## config.mk

```make
export PLATFORM = sky130hd
export DESIGN_NAME = dmem_mmio
export DESIGN_NICKNAME = d
export VERILOG_FILES = /design/src/rtl/mem_map_pkg.sv /design/src/rtl/tx_fifo.sv /design/src/rtl/dmem_mmio.sv
export SDC_FILE = /design/constraint.sdc
export NUM_CORES = 2
export LEC_CHECK = 0
export BUFFER_PORTS_ARGS = -buffer_cell sky130_fd_sc_hd__buf_4
export CORE_MARGIN = 3
export CORE_UTILIZATION = 45
export CTS_BUF_LIST = sky130_fd_sc_hd__clkbuf_4 sky130_fd_sc_hd__clkbuf_8 sky130_fd_sc_hd__clkbuf_16
export CTS_CLUSTER_SIZE = 28
export DETAILED_ROUTE_END_ITERATION = 16
export SYNTH_ARGS = -nofsm -noshare
export SYNTH_HDL_FRONTEND = slang
export SYNTH_SLANG_ARGS = --single-unit
```

## constraint.sdc

```tcl
create_clock -name clk -period 2.3 [get_ports clk]
set_clock_uncertainty 0.05 [all_clocks]
set_input_delay 0.115 -clock clk [delete_from_list [all_inputs] [get_ports clk]]
set_output_delay 0.115 -clock clk [all_outputs]
set_load 0.02 [all_outputs]
```

## src/rtl/mem_map_pkg.sv

```systemverilog
// Address map shared by the data-side memory responder and its FIFO.
// Holds the I/O page default, register offsets inside that page, STATUS
// bit positions, the region-select enum and the address decode helper.
package mem_map_pkg;

  localparam logic [15:0] MMIO_PAGE_DEFAULT = 16'hFFFF;

  localparam logic [15:0] CYCLE_OFS  = 16'h0000;
  localparam logic [15:0] LED_OFS    = 16'h0004;
  localparam logic [15:0] TXDATA_OFS = 16'h0008;
  localparam logic [15:0] STATUS_OFS = 16'h000C;

  localparam int STATUS_FULL_BIT  = 0;
  localparam int STATUS_EMPTY_BIT = 1;
  localparam int STATUS_COUNT_LSB = 2;
  localparam int STATUS_OVF_BIT   = 8;

  typedef enum logic [2:0] {
    REG_RAM,
    REG_CYCLE,
    REG_LED,
    REG_TX,
    REG_STATUS,
    REG_NONE
  } region_e;

  // Byte-lane bits [1:0] never take part in the decode.
  function automatic region_e decode_region(input logic [31:0] addr,
                                            input logic [15:0] page);
    region_e r;
    if (addr[31:16] != page) begin
      r = REG_RAM;
    end else begin
      case ({addr[15:2], 2'b00})
        CYCLE_OFS:  r = REG_CYCLE;
        LED_OFS:    r = REG_LED;
        TXDATA_OFS: r = REG_TX;
        STATUS_OFS: r = REG_STATUS;
        default:    r = REG_NONE;
      endcase
    end
    return r;
  endfunction

endpackage

```

## src/rtl/tx_fifo.sv

```systemverilog
// Byte FIFO feeding the transmit drain port.
// Ports: clk, reset (async, active-low), push/push_data (write side),
// pop (caller guarantees it only pops a valid head), full, empty,
// count (0..FIFO_DEPTH), head (oldest byte, 0 when empty).
// A push while full is still taken when a pop happens in the same cycle:
// the popped slot is exactly the one the write pointer lands on.
module tx_fifo #(
  parameter int FIFO_DEPTH = 4
) (
  input  logic                          clk,
  input  logic                          reset,
  input  logic                          push,
  input  logic [7:0]                    push_data,
  input  logic                          pop,
  output logic                          full,
  output logic                          empty,
  output logic [$clog2(FIFO_DEPTH):0]   count,
  output logic [7:0]                    head
);

  localparam int AW = $clog2(FIFO_DEPTH);
  localparam int CW = AW + 1;

  logic [7:0]    mem [FIFO_DEPTH];
  logic [AW-1:0] wr_ptr;
  logic [AW-1:0] rd_ptr;
  logic          do_push;
  logic          do_pop;

  assign empty   = (count == '0);
  assign full    = (count == CW'(FIFO_DEPTH));
  assign do_pop  = pop && !empty;
  assign do_push = push && (!full || do_pop);

  always_ff @(posedge clk or negedge reset) begin
    if (!reset) begin
      wr_ptr <= '0;
      rd_ptr <= '0;
      count  <= '0;
    end else begin
      if (do_push) wr_ptr <= wr_ptr + AW'(1);
      if (do_pop)  rd_ptr <= rd_ptr + AW'(1);
      case ({do_push, do_pop})
        2'b10:   count <= count + CW'(1);
        2'b01:   count <= count - CW'(1);
        default: count <= count;
      endcase
    end
  end

  // Storage carries no reset; head is masked to 0 while empty instead.
  always_ff @(posedge clk) begin
    if (do_push) mem[wr_ptr] <= push_data;
  end

  assign head = empty ? 8'h00 : mem[rd_ptr];

endmodule

```

## src/rtl/dmem_mmio.sv

```systemverilog
// Data-side memory responder for the pipelined MIPS core.
// Ports: clk, reset (async, active-low); core side memwrite/addr/writedata
// with combinational readdata; leds (LED register); tx_valid/tx_data/tx_ready
// drain port toward an external byte sink.
// Drain handshake: tx_valid is high whenever the FIFO holds a byte and
// tx_data is the oldest byte; a byte is consumed on any rising clk where
// tx_valid && tx_ready, and tx_data holds stable while tx_valid && !tx_ready.
module dmem_mmio
  import mem_map_pkg::*;
#(
  parameter int          RAM_WORDS  = 64,
  parameter int          FIFO_DEPTH = 4,
  parameter logic [15:0] MMIO_PAGE  = MMIO_PAGE_DEFAULT
) (
  input  logic        clk,
  input  logic        reset,
  input  logic        memwrite,
  input  logic [31:0] addr,
  input  logic [31:0] writedata,
  output logic [31:0] readdata,
  output logic [7:0]  leds,
  output logic        tx_valid,
  output logic [7:0]  tx_data,
  input  logic        tx_ready
);

  localparam int RAM_AW = $clog2(RAM_WORDS);
  localparam int CW     = $clog2(FIFO_DEPTH) + 1;

  region_e          region;
  logic [RAM_AW-1:0] ram_idx;
  logic [31:0]      ram [RAM_WORDS];
  logic [31:0]      cycle;
  logic             ovf;
  logic             push;
  logic             pop;
  logic             overflow;
  logic             ovf_clear;
  logic             fifo_full;
  logic             fifo_empty;
  logic [CW-1:0]    fifo_count;
  logic [31:0]      status;
  logic             unused_bits;

  assign region  = decode_region(addr, MMIO_PAGE);
  assign ram_idx = addr[RAM_AW+1:2];   // upper bits alias the RAM

  assign push      = memwrite && (region == REG_TX);
  assign pop       = tx_valid && tx_ready;
  assign overflow  = push && fifo_full && !pop;
  assign ovf_clear = memwrite && (region == REG_STATUS) && writedata[STATUS_OVF_BIT];

  tx_fifo #(.FIFO_DEPTH(FIFO_DEPTH)) u_tx_fifo (
    .clk       (clk),
    .reset     (reset),
    .push      (push),
    .push_data (writedata[7:0]),
    .pop       (pop),
    .full      (fifo_full),
    .empty     (fifo_empty),
    .count     (fifo_count),
    .head      (tx_data)
  );

  assign tx_valid = !fifo_empty;

  always_ff @(posedge clk) begin
    if (memwrite && (region == REG_RAM)) ram[ram_idx] <= writedata;
  end

  always_ff @(posedge clk or negedge reset) begin
    if (!reset) begin
      cycle <= '0;
      leds  <= '0;
      ovf   <= 1'b0;
    end else begin
      cycle <= cycle + 32'd1;
      if (memwrite && (region == REG_LED)) leds <= writedata[7:0];
      // An overflow in the clearing cycle keeps the flag set.
      if (overflow)       ovf <= 1'b1;
      else if (ovf_clear) ovf <= 1'b0;
    end
  end

  always_comb begin
    status                                = '0;
    status[STATUS_FULL_BIT]               = fifo_full;
    status[STATUS_EMPTY_BIT]              = fifo_empty;
    status[STATUS_COUNT_LSB +: CW]        = fifo_count;
    status[STATUS_OVF_BIT]                = ovf;
  end

  always_comb begin
    readdata = '0;
    case (region)
      REG_RAM:    readdata = ram[ram_idx];
      REG_CYCLE:  readdata = cycle;
      REG_LED:    readdata = {24'b0, leds};
      REG_STATUS: readdata = status;
      default:    readdata = '0;
    endcase
  end

  assign unused_bits = &{1'b0, addr[1:0], writedata[31:9]};

endmodule

```

==> flow_results.org <==
** Run status
- Run status :: finished with violations
- The final reports fail on setup timing.

** Worst setup path
- The number of cells on the worst reg-to-reg path is 7.
- In this run the worst path has a maximum fanout of 1.
- Data required time at the worst endpoint :: 2.13 ns
- Critical path start-end classification :: reg2out
- The worst setup path is launched from a flip-flop.
- Crit. End Element :: output pin
- Endpoint arrival time on the critical path :: 2.96 ns

** Die
- Die Wd :: 432 µm
- Die outline area :: 0.187 mm²
- Top Ports :: 117
- Area of the core :: 0.179 mm²
- The floorplan step set the die height to 432 µm.
- Initial core utilization :: 45.5%
- Number of cell rows :: 155

** CTS
- Max Root-Sink Buffers :: 3
- The H-tree was split into 4 levels.
- Cts bufs inserted :: 212
- TritonCTS built the clock tree.
- The tree is rooted in a sky130_fd_sc_hd__clkbuf_16.
- Clock-pin slew was measured on the worst setup and hold paths at 0.06 ns.
- Clock tree synthesis found a total of 2128 sinks.
- The later pin in the worst-skew pair is clocked with a latency of 0.87 ns.

** Place
- Number of buffer cells added on primary ports :: 114
- HPWL after detailed placement :: 156000 µm
- Total instance count after detailed placement :: 6581
- After detailed placement, the total cell area comes to 0.0924 mm².
- Routability-driven placement finished with a final weighted congestion of 0.839.

** Flow run
- Max-Cap Viols :: 0

** Global route
- The number of global-route vias before repair is 43100.
- Global routing consumed, over all layers together, 26.5% of the routing resources.
- The number of antenna violations at the first check in global routing came to 7.
- After global routing the overflow that remains totals 0.
- Global-route wire length before repair :: 343000 µm
- Largest net degree at the start of global routing :: 70

** Final layout
- Net count of the finished layout :: 4545
- Most common cell after layout, fill and taps aside :: sky130_fd_sc_hd__edfxtp_1
- For this run, the share of the core covered by cells in the final layout is 56.1%.
- Compared with the post-synthesis result, the final layout area differs by 23.2%.
- Count of non-filler cells in the finished layout :: 7005
- Leaving out fill and tap cells, the most frequent cells in the layout are sky130_fd_sc_hd__edfxtp_1 (2080), sky130_fd_sc_hd__mux4_2 (469), sky130_fd_sc_hd__buf_4 (428), sky130_fd_sc_hd__buf_12 (222), sky130_fd_sc_hd__clkbuf_16 (212).
- Final instance area :: 0.101 mm²
- Proportion of layout cells with a drive suffix above 1 :: 37.2%

** Drt
- After detailed routing, the number of vias per cell comes to 6.24.
- The detailed router finished its first iteration with 5537 violations.
- The routed design has 246000 µm of wire.
- Detailed-route via count :: 43700
- After detailed routing, the number of remaining DRC violations is 0.
- Number of nets with antenna violations after routing :: 0
- First-pass detailed-route iteration total :: 5
- Dividing the detail-routed wire length by the instance count gives 35.1 µm.

** Synthesis
- Sequential elements use 77.9% of the synthesized area.
- Number of instances in the synthesized netlist :: 3726
- In the synthesized netlist the dominant register cell turns out to be sky130_fd_sc_hd__edfxtp_1.
- The number of nets in the synthesized netlist is 3800.
- After synthesis, the mean cell area works out to 21.9 µm².
- Number of enable flip-flop cells after synthesis :: 2080
- The netlist uses 58 different library cells.
- Register bit total from synthesis :: 2128
- The synthesized netlist occupies a cell area of 0.0817 mm².
- After synthesis, the share of flip-flops with an asynchronous set or reset is 2.26%.
- Yosys printed 0 warnings.

** Worst hold path
- Hold path cells :: 8
- The min-delay analysis places its worst path in the category in2reg.

** Power and ir drop
- Fraction of power consumed by the clock network :: 41.7%
- Combinational logic is responsible for 7.0% of the overall power.
- Internal power of the cells :: 0.0655 W
- Across the VDD grid, the largest voltage drop is 1.03 mV.
- Dividing total power by cell area gives a power density of 831 mW/mm².
- Net switching is 21.7% of the power.
- Sequential Power Share :: 51.3%
- Summed over all cells, the static leakage comes to 33.1 nW.
- Final Total Pwr :: 0.0837 W
- Net Sw Power :: 0.0182 W

** STA
- Max Clk Rate :: 0.320 GHz
- Min setup slack post-route :: -0.827 ns
- The smallest clock period supported by the final layout is computed as 3.13 ns.
- After layout, the worst path uses 136% of the clock period.
- Pin slew with the least headroom to its limit :: 0.928 ns
- Hold violation count in the final report :: 0
- Slew margin rel. :: 37.9%
- The total count of max-transition violations in the final report was 0.
- Min Hold Slack :: 0.124 ns
- Setup violations remaining at the end of the flow were counted as 40.
- RSZ-0062 raised after global routing :: true
-- power groups by stage --
| stage | clock network (W) | registers, W | logic, W |
|---|---|---|---|
| 6_report | 0.0349 | 0.0430 | 0.00582 |
| 4_1_cts | 0.0353 | 0.0430 | 0.00581 |
| 3_3_place_gp | 0 | 0.0438 | 0.00533 |
| 5_1_grt | 0.0369 | 0.0430 | 0.00613 |
| 2_1_floorplan | 0 | 0.0437 | 0.00265 |
| 3_5_place_dp | 0 | 0.0438 | 0.00536 |
-- layer usage --
| layer | share of wire, % | vias to the layer above | GRT usage [%] |
|---|---|---|---|
| met3 | 9.0 | 338 | 4.83 |
| met2 | 47 | 2279 | 41.6 |
| met4 | 2.8 | 4 | 7.31 |
| met5 | 0.011 | - | 0 |
| li1 | - | 17300 | - |
| met1 | 41 | 23800 | 38.4 |
-- sequential cells by signal (all words and copies together) (netlist names) --
signal / count
u_tx_fifo.count: 3
ovf: 1
u_tx_fifo.mem: 32
leds: 8
ram: 2048
u_tx_fifo.wr_ptr: 2
cycle: 32
u_tx_fifo.rd_ptr: 2
-- path summary, 6_finish.rpt --
path	from	to	slack, ns
setup reg to reg	cycle[5]	cycle[31]	0.09
hold reg to reg	cycle[0]	cycle[0]	0.44
min in group asynchronous	reset	leds[3]	0.25
max in group asynchronous	reset	cycle[14]	1.64
hold / removal	addr[24]	u_tx_fifo.count[2]	0.12
setup / recovery	ram[18][24]	readdata[24]	-0.83
-- through the flow --
step / setup TNS [ns] / worst slack, ns
finish: -18.39 / -0.827
global route: -21.62 / -0.902
CTS: -21.46 / -0.875
detailed placement: -131.79 / -0.908
global placement: -128.94 / -0.937
floorplan: -2.61 / -0.0738
-- kinds of logic (layout without fill, tap and decap cells) --
kind of cell | after synthesis | in the layout | share of synthesized area, %
fa+ha+maj | 6 | 6 | 0.101
flops | 2128 | 2128 | 77.9
mux | 682 | 682 | 15.6
buf+inv | 209 | 1131 | 1.30
simple gates | 333 | 333 | 1.84
xor+xnor | 35 | 35 | 0.375
compound gates | 333 | 333 | 2.92
other cells | 0 | 2 | 0
-- what timing repair did --
action	4_1_cts	5_1_grt
endpoints found under the setup margin	41	41
hold buffers	38	0
endpoints found under the hold margin	2143	0
pin swaps	54	22
gates resized for setup	185	24
buffers inserted	2	1
-- worst max-delay path, cell delays in order (launching register included) --
cell and delay [ns]:
sky130_fd_sc_hd__edfxtp_1 0.38, sky130_fd_sc_hd__mux4_2 0.46, sky130_fd_sc_hd__mux4_2 0.51, sky130_fd_sc_hd__a221oi_2 0.26, sky130_fd_sc_hd__buf_4 0.20, sky130_fd_sc_hd__o41ai_4 0.10
sky130_fd_sc_hd__buf_4 0.17
-- area by class of cell --
cell class / instances / area, µm²
clock inverters: 134 / 1420
well taps: 2355 / 2950
multi-input cells: 1389 / 18400
repair buffers: 728 / 8520
fillers: 13100 / 78700
diodes: 2 / 5.00
flip-flops and latches: 2128 / 63700
inverters: 12 / 45.0
clock buffers: 257 / 5640
-- cells in the mapped netlist, types with 5 or more instances --
master	instances	area, µm²
sky130_fd_sc_hd__a211o_1	7	61.3
sky130_fd_sc_hd__a211oi_1	68	510
sky130_fd_sc_hd__a21oi_1	16	80.1
sky130_fd_sc_hd__a221oi_1	27	236
sky130_fd_sc_hd__a22oi_1	61	458
sky130_fd_sc_hd__a32o_1	7	70.1
sky130_fd_sc_hd__and2_1	15	93.8
sky130_fd_sc_hd__and3_1	9	56.3
sky130_fd_sc_hd__buf_1	14	52.6
sky130_fd_sc_hd__buf_2	53	265
sky130_fd_sc_hd__buf_4	41	308
sky130_fd_sc_hd__buf_6	7	78.8
sky130_fd_sc_hd__clkbuf_1	81	304
sky130_fd_sc_hd__dfrtp_1	48	1200
sky130_fd_sc_hd__edfxtp_1	2080	62500
sky130_fd_sc_hd__ha_1	5	62.6
sky130_fd_sc_hd__inv_1	10	37.5
sky130_fd_sc_hd__mux2_2	11	124
sky130_fd_sc_hd__mux2i_1	202	2020
sky130_fd_sc_hd__mux4_2	469	10600
sky130_fd_sc_hd__nand2_1	122	458
sky130_fd_sc_hd__nand2b_1	5	31.3
sky130_fd_sc_hd__nand3_1	24	120
sky130_fd_sc_hd__nand4_1	16	100
sky130_fd_sc_hd__nor2_1	109	409
sky130_fd_sc_hd__nor2b_1	7	43.8
sky130_fd_sc_hd__nor4_1	6	37.5
sky130_fd_sc_hd__o2111ai_1	14	123
sky130_fd_sc_hd__o21ai_0	31	155
sky130_fd_sc_hd__o22ai_1	75	469
sky130_fd_sc_hd__xnor2_1	22	193
sky130_fd_sc_hd__xor2_1	13	114
No activity file was read; power rests on OpenSTA's default activity.
